## src/rtl/reg_file_sb.sv

```systemverilog
// Register file with two registered read ports, one write port and a per-register
// busy scoreboard. Define RF_BYPASS_EN to enable same-cycle write-to-read forwarding.
module reg_file_sb #(
    parameter int DATA_W   = 8,
    parameter int ADDR_W   = 3,
    parameter int ZERO_REG = 1
) (
    input  logic              clk,
    input  logic              rst_n,
    input  logic              rd_en,
    input  logic [ADDR_W-1:0] rd_addr_1,
    input  logic [ADDR_W-1:0] rd_addr_2,
    output logic [DATA_W-1:0] rd_data_1,
    output logic [DATA_W-1:0] rd_data_2,
    output logic              rd_valid,
    output logic              busy_1,
    output logic              busy_2,
    input  logic              wr_en,
    input  logic [ADDR_W-1:0] wr_addr,
    input  logic [DATA_W-1:0] wr_data,
    input  logic              rsv_en,
    input  logic [ADDR_W-1:0] rsv_addr
);
    localparam int NUM_REGS = 1 << ADDR_W;
    localparam bit HAS_ZERO = (ZERO_REG != 0);

    // Handshake: no backpressure. A posedge with rd_en=1 captures both ports;
    // data and rd_valid appear one cycle later and hold until the next capture.
    logic [DATA_W-1:0]   regs_q [NUM_REGS];
    logic [DATA_W-1:0]   regs_d [NUM_REGS];
    logic [NUM_REGS-1:0] busy_q, busy_d;
    logic [DATA_W-1:0]   rd_data_1_q, rd_data_1_d;
    logic [DATA_W-1:0]   rd_data_2_q, rd_data_2_d;
    logic                rd_valid_q, rd_valid_d;
    logic                zero_1, zero_2, zero_wr;
    logic [DATA_W-1:0]   rd_val_1, rd_val_2;

    assign zero_1  = HAS_ZERO && (rd_addr_1 == '0);
    assign zero_2  = HAS_ZERO && (rd_addr_2 == '0);
    assign zero_wr = HAS_ZERO && (wr_addr == '0);

`ifdef RF_BYPASS_EN
    logic wr_hit_1, wr_hit_2, rsv_hit_1, rsv_hit_2;
    assign wr_hit_1  = wr_en && (wr_addr == rd_addr_1);
    assign wr_hit_2  = wr_en && (wr_addr == rd_addr_2);
    assign rsv_hit_1 = rsv_en && (rsv_addr == rd_addr_1);
    assign rsv_hit_2 = rsv_en && (rsv_addr == rd_addr_2);
`endif

    always_comb begin
        busy_1   = busy_q[rd_addr_1] & ~zero_1;
        busy_2   = busy_q[rd_addr_2] & ~zero_2;
        rd_val_1 = regs_q[rd_addr_1];
        rd_val_2 = regs_q[rd_addr_2];
`ifdef RF_BYPASS_EN
        // A retiring write releases the operand unless it is re-issued this cycle.
        if (wr_hit_1 && !rsv_hit_1) busy_1 = 1'b0;
        if (wr_hit_2 && !rsv_hit_2) busy_2 = 1'b0;
        if (wr_hit_1) rd_val_1 = wr_data;
        if (wr_hit_2) rd_val_2 = wr_data;
`endif
        if (zero_1) rd_val_1 = '0;
        if (zero_2) rd_val_2 = '0;
    end

    always_comb begin
        regs_d      = regs_q;
        busy_d      = busy_q;
        rd_data_1_d = rd_data_1_q;
        rd_data_2_d = rd_data_2_q;
        rd_valid_d  = rd_valid_q;
        if (wr_en && !zero_wr) regs_d[wr_addr] = wr_data;
        // Release before reserve so a newer producer issued this cycle wins.
        if (wr_en)  busy_d[wr_addr]  = 1'b0;
        if (rsv_en) busy_d[rsv_addr] = 1'b1;
        if (HAS_ZERO) busy_d[0] = 1'b0;
        if (rd_en) begin
            rd_data_1_d = rd_val_1;
            rd_data_2_d = rd_val_2;
            rd_valid_d  = ~busy_1 & ~busy_2;
        end
    end

    always_ff @(posedge clk or negedge rst_n) begin
        if (!rst_n) begin
            for (int i = 0; i < NUM_REGS; i++) regs_q[i] <= '0;
            busy_q      <= '0;
            rd_data_1_q <= '0;
            rd_data_2_q <= '0;
            rd_valid_q  <= 1'b0;
        end else begin
            regs_q      <= regs_d;
            busy_q      <= busy_d;
            rd_data_1_q <= rd_data_1_d;
            rd_data_2_q <= rd_data_2_d;
            rd_valid_q  <= rd_valid_d;
        end
    end

    assign rd_data_1 = rd_data_1_q;
    assign rd_data_2 = rd_data_2_q;
    assign rd_valid  = rd_valid_q;
endmodule
```

## config.mk

```make
export PLATFORM = sky130hd
export DESIGN_NAME = reg_file_sb
export DESIGN_NICKNAME = d
export VERILOG_FILES = /design/src/rtl/reg_file_sb.sv
export SDC_FILE = /design/constraint.sdc
export NUM_CORES = 1
export LEC_CHECK = 0
export ABC_CLOCK_PERIOD_IN_PS = 1500
export CORE_MARGIN = 10
export CORE_UTILIZATION = 40
export DETAILED_ROUTE_END_ITERATION = 8
export GPL_TIMING_DRIVEN = 1
export PLACE_DENSITY = 0.69
export SYNTH_ARGS = -nofsm -noshare
export SYNTH_HDL_FRONTEND = slang
export SYNTH_SLANG_ARGS = --single-unit
export TNS_END_PERCENT = 30
```

## constraint.sdc

```tcl
create_clock -name clk -period 1.5 [get_ports clk]
set_clock_uncertainty 0.2 [all_clocks]
set_input_delay 0.3 -clock clk [delete_from_list [all_inputs] [get_ports clk]]
set_output_delay 0.3 -clock clk [all_outputs]
set_load 0.03 [all_outputs]
```

==> run_results.csv <==
group,metric,value,unit
run_status,status,"complete, but fails checks",
global_routing,grt.total_usage,0.145,
detailed_routing,firstDrtPassIters,4,
setup_path,path_class,"flop to output pin",
sta,rsz0062_at_grt,"yes",
global_routing,gr-total-overflow,0,
final_layout,areaGrowthSynthToFinish,38.2,%
synth,synthMuxAreaShare,0.357,
clock_tree,clk_root_buffer_cell,"clkbuf_8",
final_layout,antenna_cells,0,
synth,yosysUniqueCellTypes,27,
floorplanning,ios,44,
min_path,whs_path_depth,5,
synth,synth_area_leader_cell,"dfrtp_1",
sta,min_period,2.04,ns
setup_path,required,1.00,ns
synth,synthesis.nets,324,
setup_path,r2r_start,"busy_q[6]",
detailed_routing,drt_iter0_drc,183,
sta,hold_viol,0,
setup_path,path_cells,"mux4_2 -> nand2_2 -> o21ai_4 -> buf_6",
global_routing,antenna_found_initial,0,
sta,setup_violations,27,
synth,synth_area_leaders,"dfrtp_1 (49%), mux2_2 (24%), mux4_2 (6.1%), mux4_1 (4.5%), a22oi_1 (2.8%)",
floorplanning,rows,36,
synth,synth-seq-cells,80,
min_path,hp-start,"rd_addr_2[0]",
final_layout,final_util,0.573,
sta,worstMarginPinSlew,0.436,ns
setup_path,r2r-end,"rd_valid",
placed_design,place_congestion,0.806,
setup_path,arrival,1.54,ns
power,p_leak,2.50,nW
synth,synth_ff_type,"dfrtp_1",
power,powerDensity,1300,nW/um2
synth,synth-simple-area-share,0.0523,
setup_path,path_delay_family,"multiplexers",
floorplanning,die_w,121,um
floorplanning,fp.coreArea,9820,um2
synth,async_reset_ff_frac,1.00,
sta,hold_ws,0.263,ns
placed_design,dp.cells,494,
synth,synth-compound-area-share,0.0643,
global_routing,grt_pass1_wl,16800,um
final_layout,drive_gt1_frac,0.595,
placed_design,dpl_cell_area,4910,um2
setup_path,worst_setup_path_start_kind,"flop",
synth,synth_edf_count,0,
sta,relSlewSlack,0.709,
min_path,min_to,"rd_valid",
min_path,hold_path_class,"primary input to flop",
detailed_routing,wl,10600,um
run_status,violations,"setup timing",
setup_path,crit_fanout,3,
setup_path,rrSetupSlack,-0.15,ns
power,vdd_ir_drop_max,0.481,mV
setup_path,reg2regPathDepth,5,
clock_tree,numCtsBuffers,9,
clock_tree,path_clk_slew,0.08,ns
flow_run,cap_violations,0,
power,finalPower,7.29,mW
sta,max_freq,491,MHz
global_routing,grt_max_degree,81,
clock_tree,cts_sinks,80,
clock_tree,cts_tree,"done",
synth,seq_area_frac_synth,0.492,
setup_path,path_buf_inv,1,
detailed_routing,wl_per_cell,20.3,um
placed_design,place_ws,-1.11,ns
setup_path,cp_slowest_cell,"mux4_2",
setup_path,cpPeakStageDelay,0.48,ns
detailed_routing,viasPerCell,5.48,
synth,syn_area,4070,um2
final_layout,fin_nets,409,
sta,finalMaxSlewViolations,0,
setup_path,cp-end-kind,"output pin",
final_layout,layout_commonest_cell,"dfrtp_1",
clock_tree,cts.htree.levels,3,
floorplanning,die_h,121,um
clock_tree,clk_path_buf_depth,2,
synth,yosysTopAreaCellShare,0.492,
detailed_routing,vias,2854,
synth,synth_top_family_by_area,"multiplexers",
final_layout,final_cell_mix,"dfrtp_1 (80), mux2_2 (55), buf_4 (49)",
detailed_routing,ant_nets,0,
synth,synth_cells,299,
placed_design,port-buffer-count,43,
sta,fin_crit_sh,1.36,
synth,yosysWarnings,0,
global_routing,grt_pass1_vias,3105,
sta,tns,-2.78,ns
floorplanning,initial_core_util,0.414,
synth,synth_xor_area_frac,0,
clock_tree,insertion_delay,0.35,ns
final_layout,stdcell_count,521,
placed_design,dp_hpwl,7050,um
synth,syn_avg_cell_area,13.6,um2
floorplanning,dieArea,14600,um2
sta,fin_ws,-0.536,ns
synth,synthAdderAreaFrac,0,
final_layout,finalInstanceArea,5620,um2
detailed_routing,drc,0,
-- Yosys cell counts (2+ instances only) --
master,count
dfrtp_1,80
mux4_2,11
nor4bb_1,2
mux4_1,7
o21ai_1,18
nand4b_1,3
nor2b_1,2
a22oi_1,15
o21ai_0,4
buf_2,9
clkbuf_1,7
inv_1,4
buf_6,3
mux2_1,3
mux2_2,85
nand2_1,27
nand2b_1,3
and3b_1,2
o22ai_1,2
buf_4,2
mux2i_1,3
a21oi_1,2
-- cell families (layout without fill, tap and decap cells) --
logic type,after synthesis,after routing
AND/OR/NAND/NOR,41,41
buffers and inverters,26,115
AO/OA/AOI/OAI,43,43
multiplexers,109,109
flip-flops,80,80
-- registers in the layout, indices dropped and copies added (netlist names) --
signal     flops
regs_q        56
rd_data_1      8
rd_data_2      8
busy_q         7
rd_valid       1
-- tightest hold or removal path: stages --
cell,delay (ns)
buf_8,0.07
mux4_2,0.21
nand2_2,0.06
o21ai_4,0.06
o31ai_1,0.07
-- metal layers --
layer | wire [um] | track usage
met5 | 0 | 0
met1 | 4570 | 0.177
met4 | 262 | 0.0633
met2 | 5250 | 0.242
met3 | 484 | 0.0284
-- area by class of cell --
class	count	area, um2
Tap cell	133	166
Fill cell	754	4200
Clock inverter	5	129
Timing Repair Buffer	96	983
Clock buffer	10	138
Inverter	4	15.0
Multi-Input combinational cell	193	2190
Sequential cell	80	2000
-- repair_timing --
action	4_1_cts	5_1_grt
pin swaps	12	9
hold buffers	1	0
endpoints found under the hold margin	80	0
resized for setup	68	47
setup endpoints to repair	76	35
cloned	4	0
setup buffers	5	2
-- where the power goes --
group | leakage (nW) | internal (mW) | total [mW] | switching, mW
logic | 1.40 | 1.24 | 2.18 | 0.944
clock network | 0.133 | 1.31 | 2.10 | 0.786
registers | 0.967 | 2.64 | 3.01 | 0.366
total | 2.50 | 5.20 | 7.29 | 2.10
-- worst max-delay path by stage --
stage	startpoint	to	slack [ns]	cells after the start
floorplan	rd_addr_1[0]	rd_data_1[0]	-0.13	6
global placement	rd_addr_1[0]	busy_1	-1.10	5
detailed placement	rd_addr_1[0]	busy_1	-1.11	5
CTS	busy_q[6]	busy_2	-0.55	4
global route	busy_q[6]	busy_2	-0.58	4
finish	busy_q[6]	busy_2	-0.54	4
Note: power is estimated with default switching activity, not from simulation.
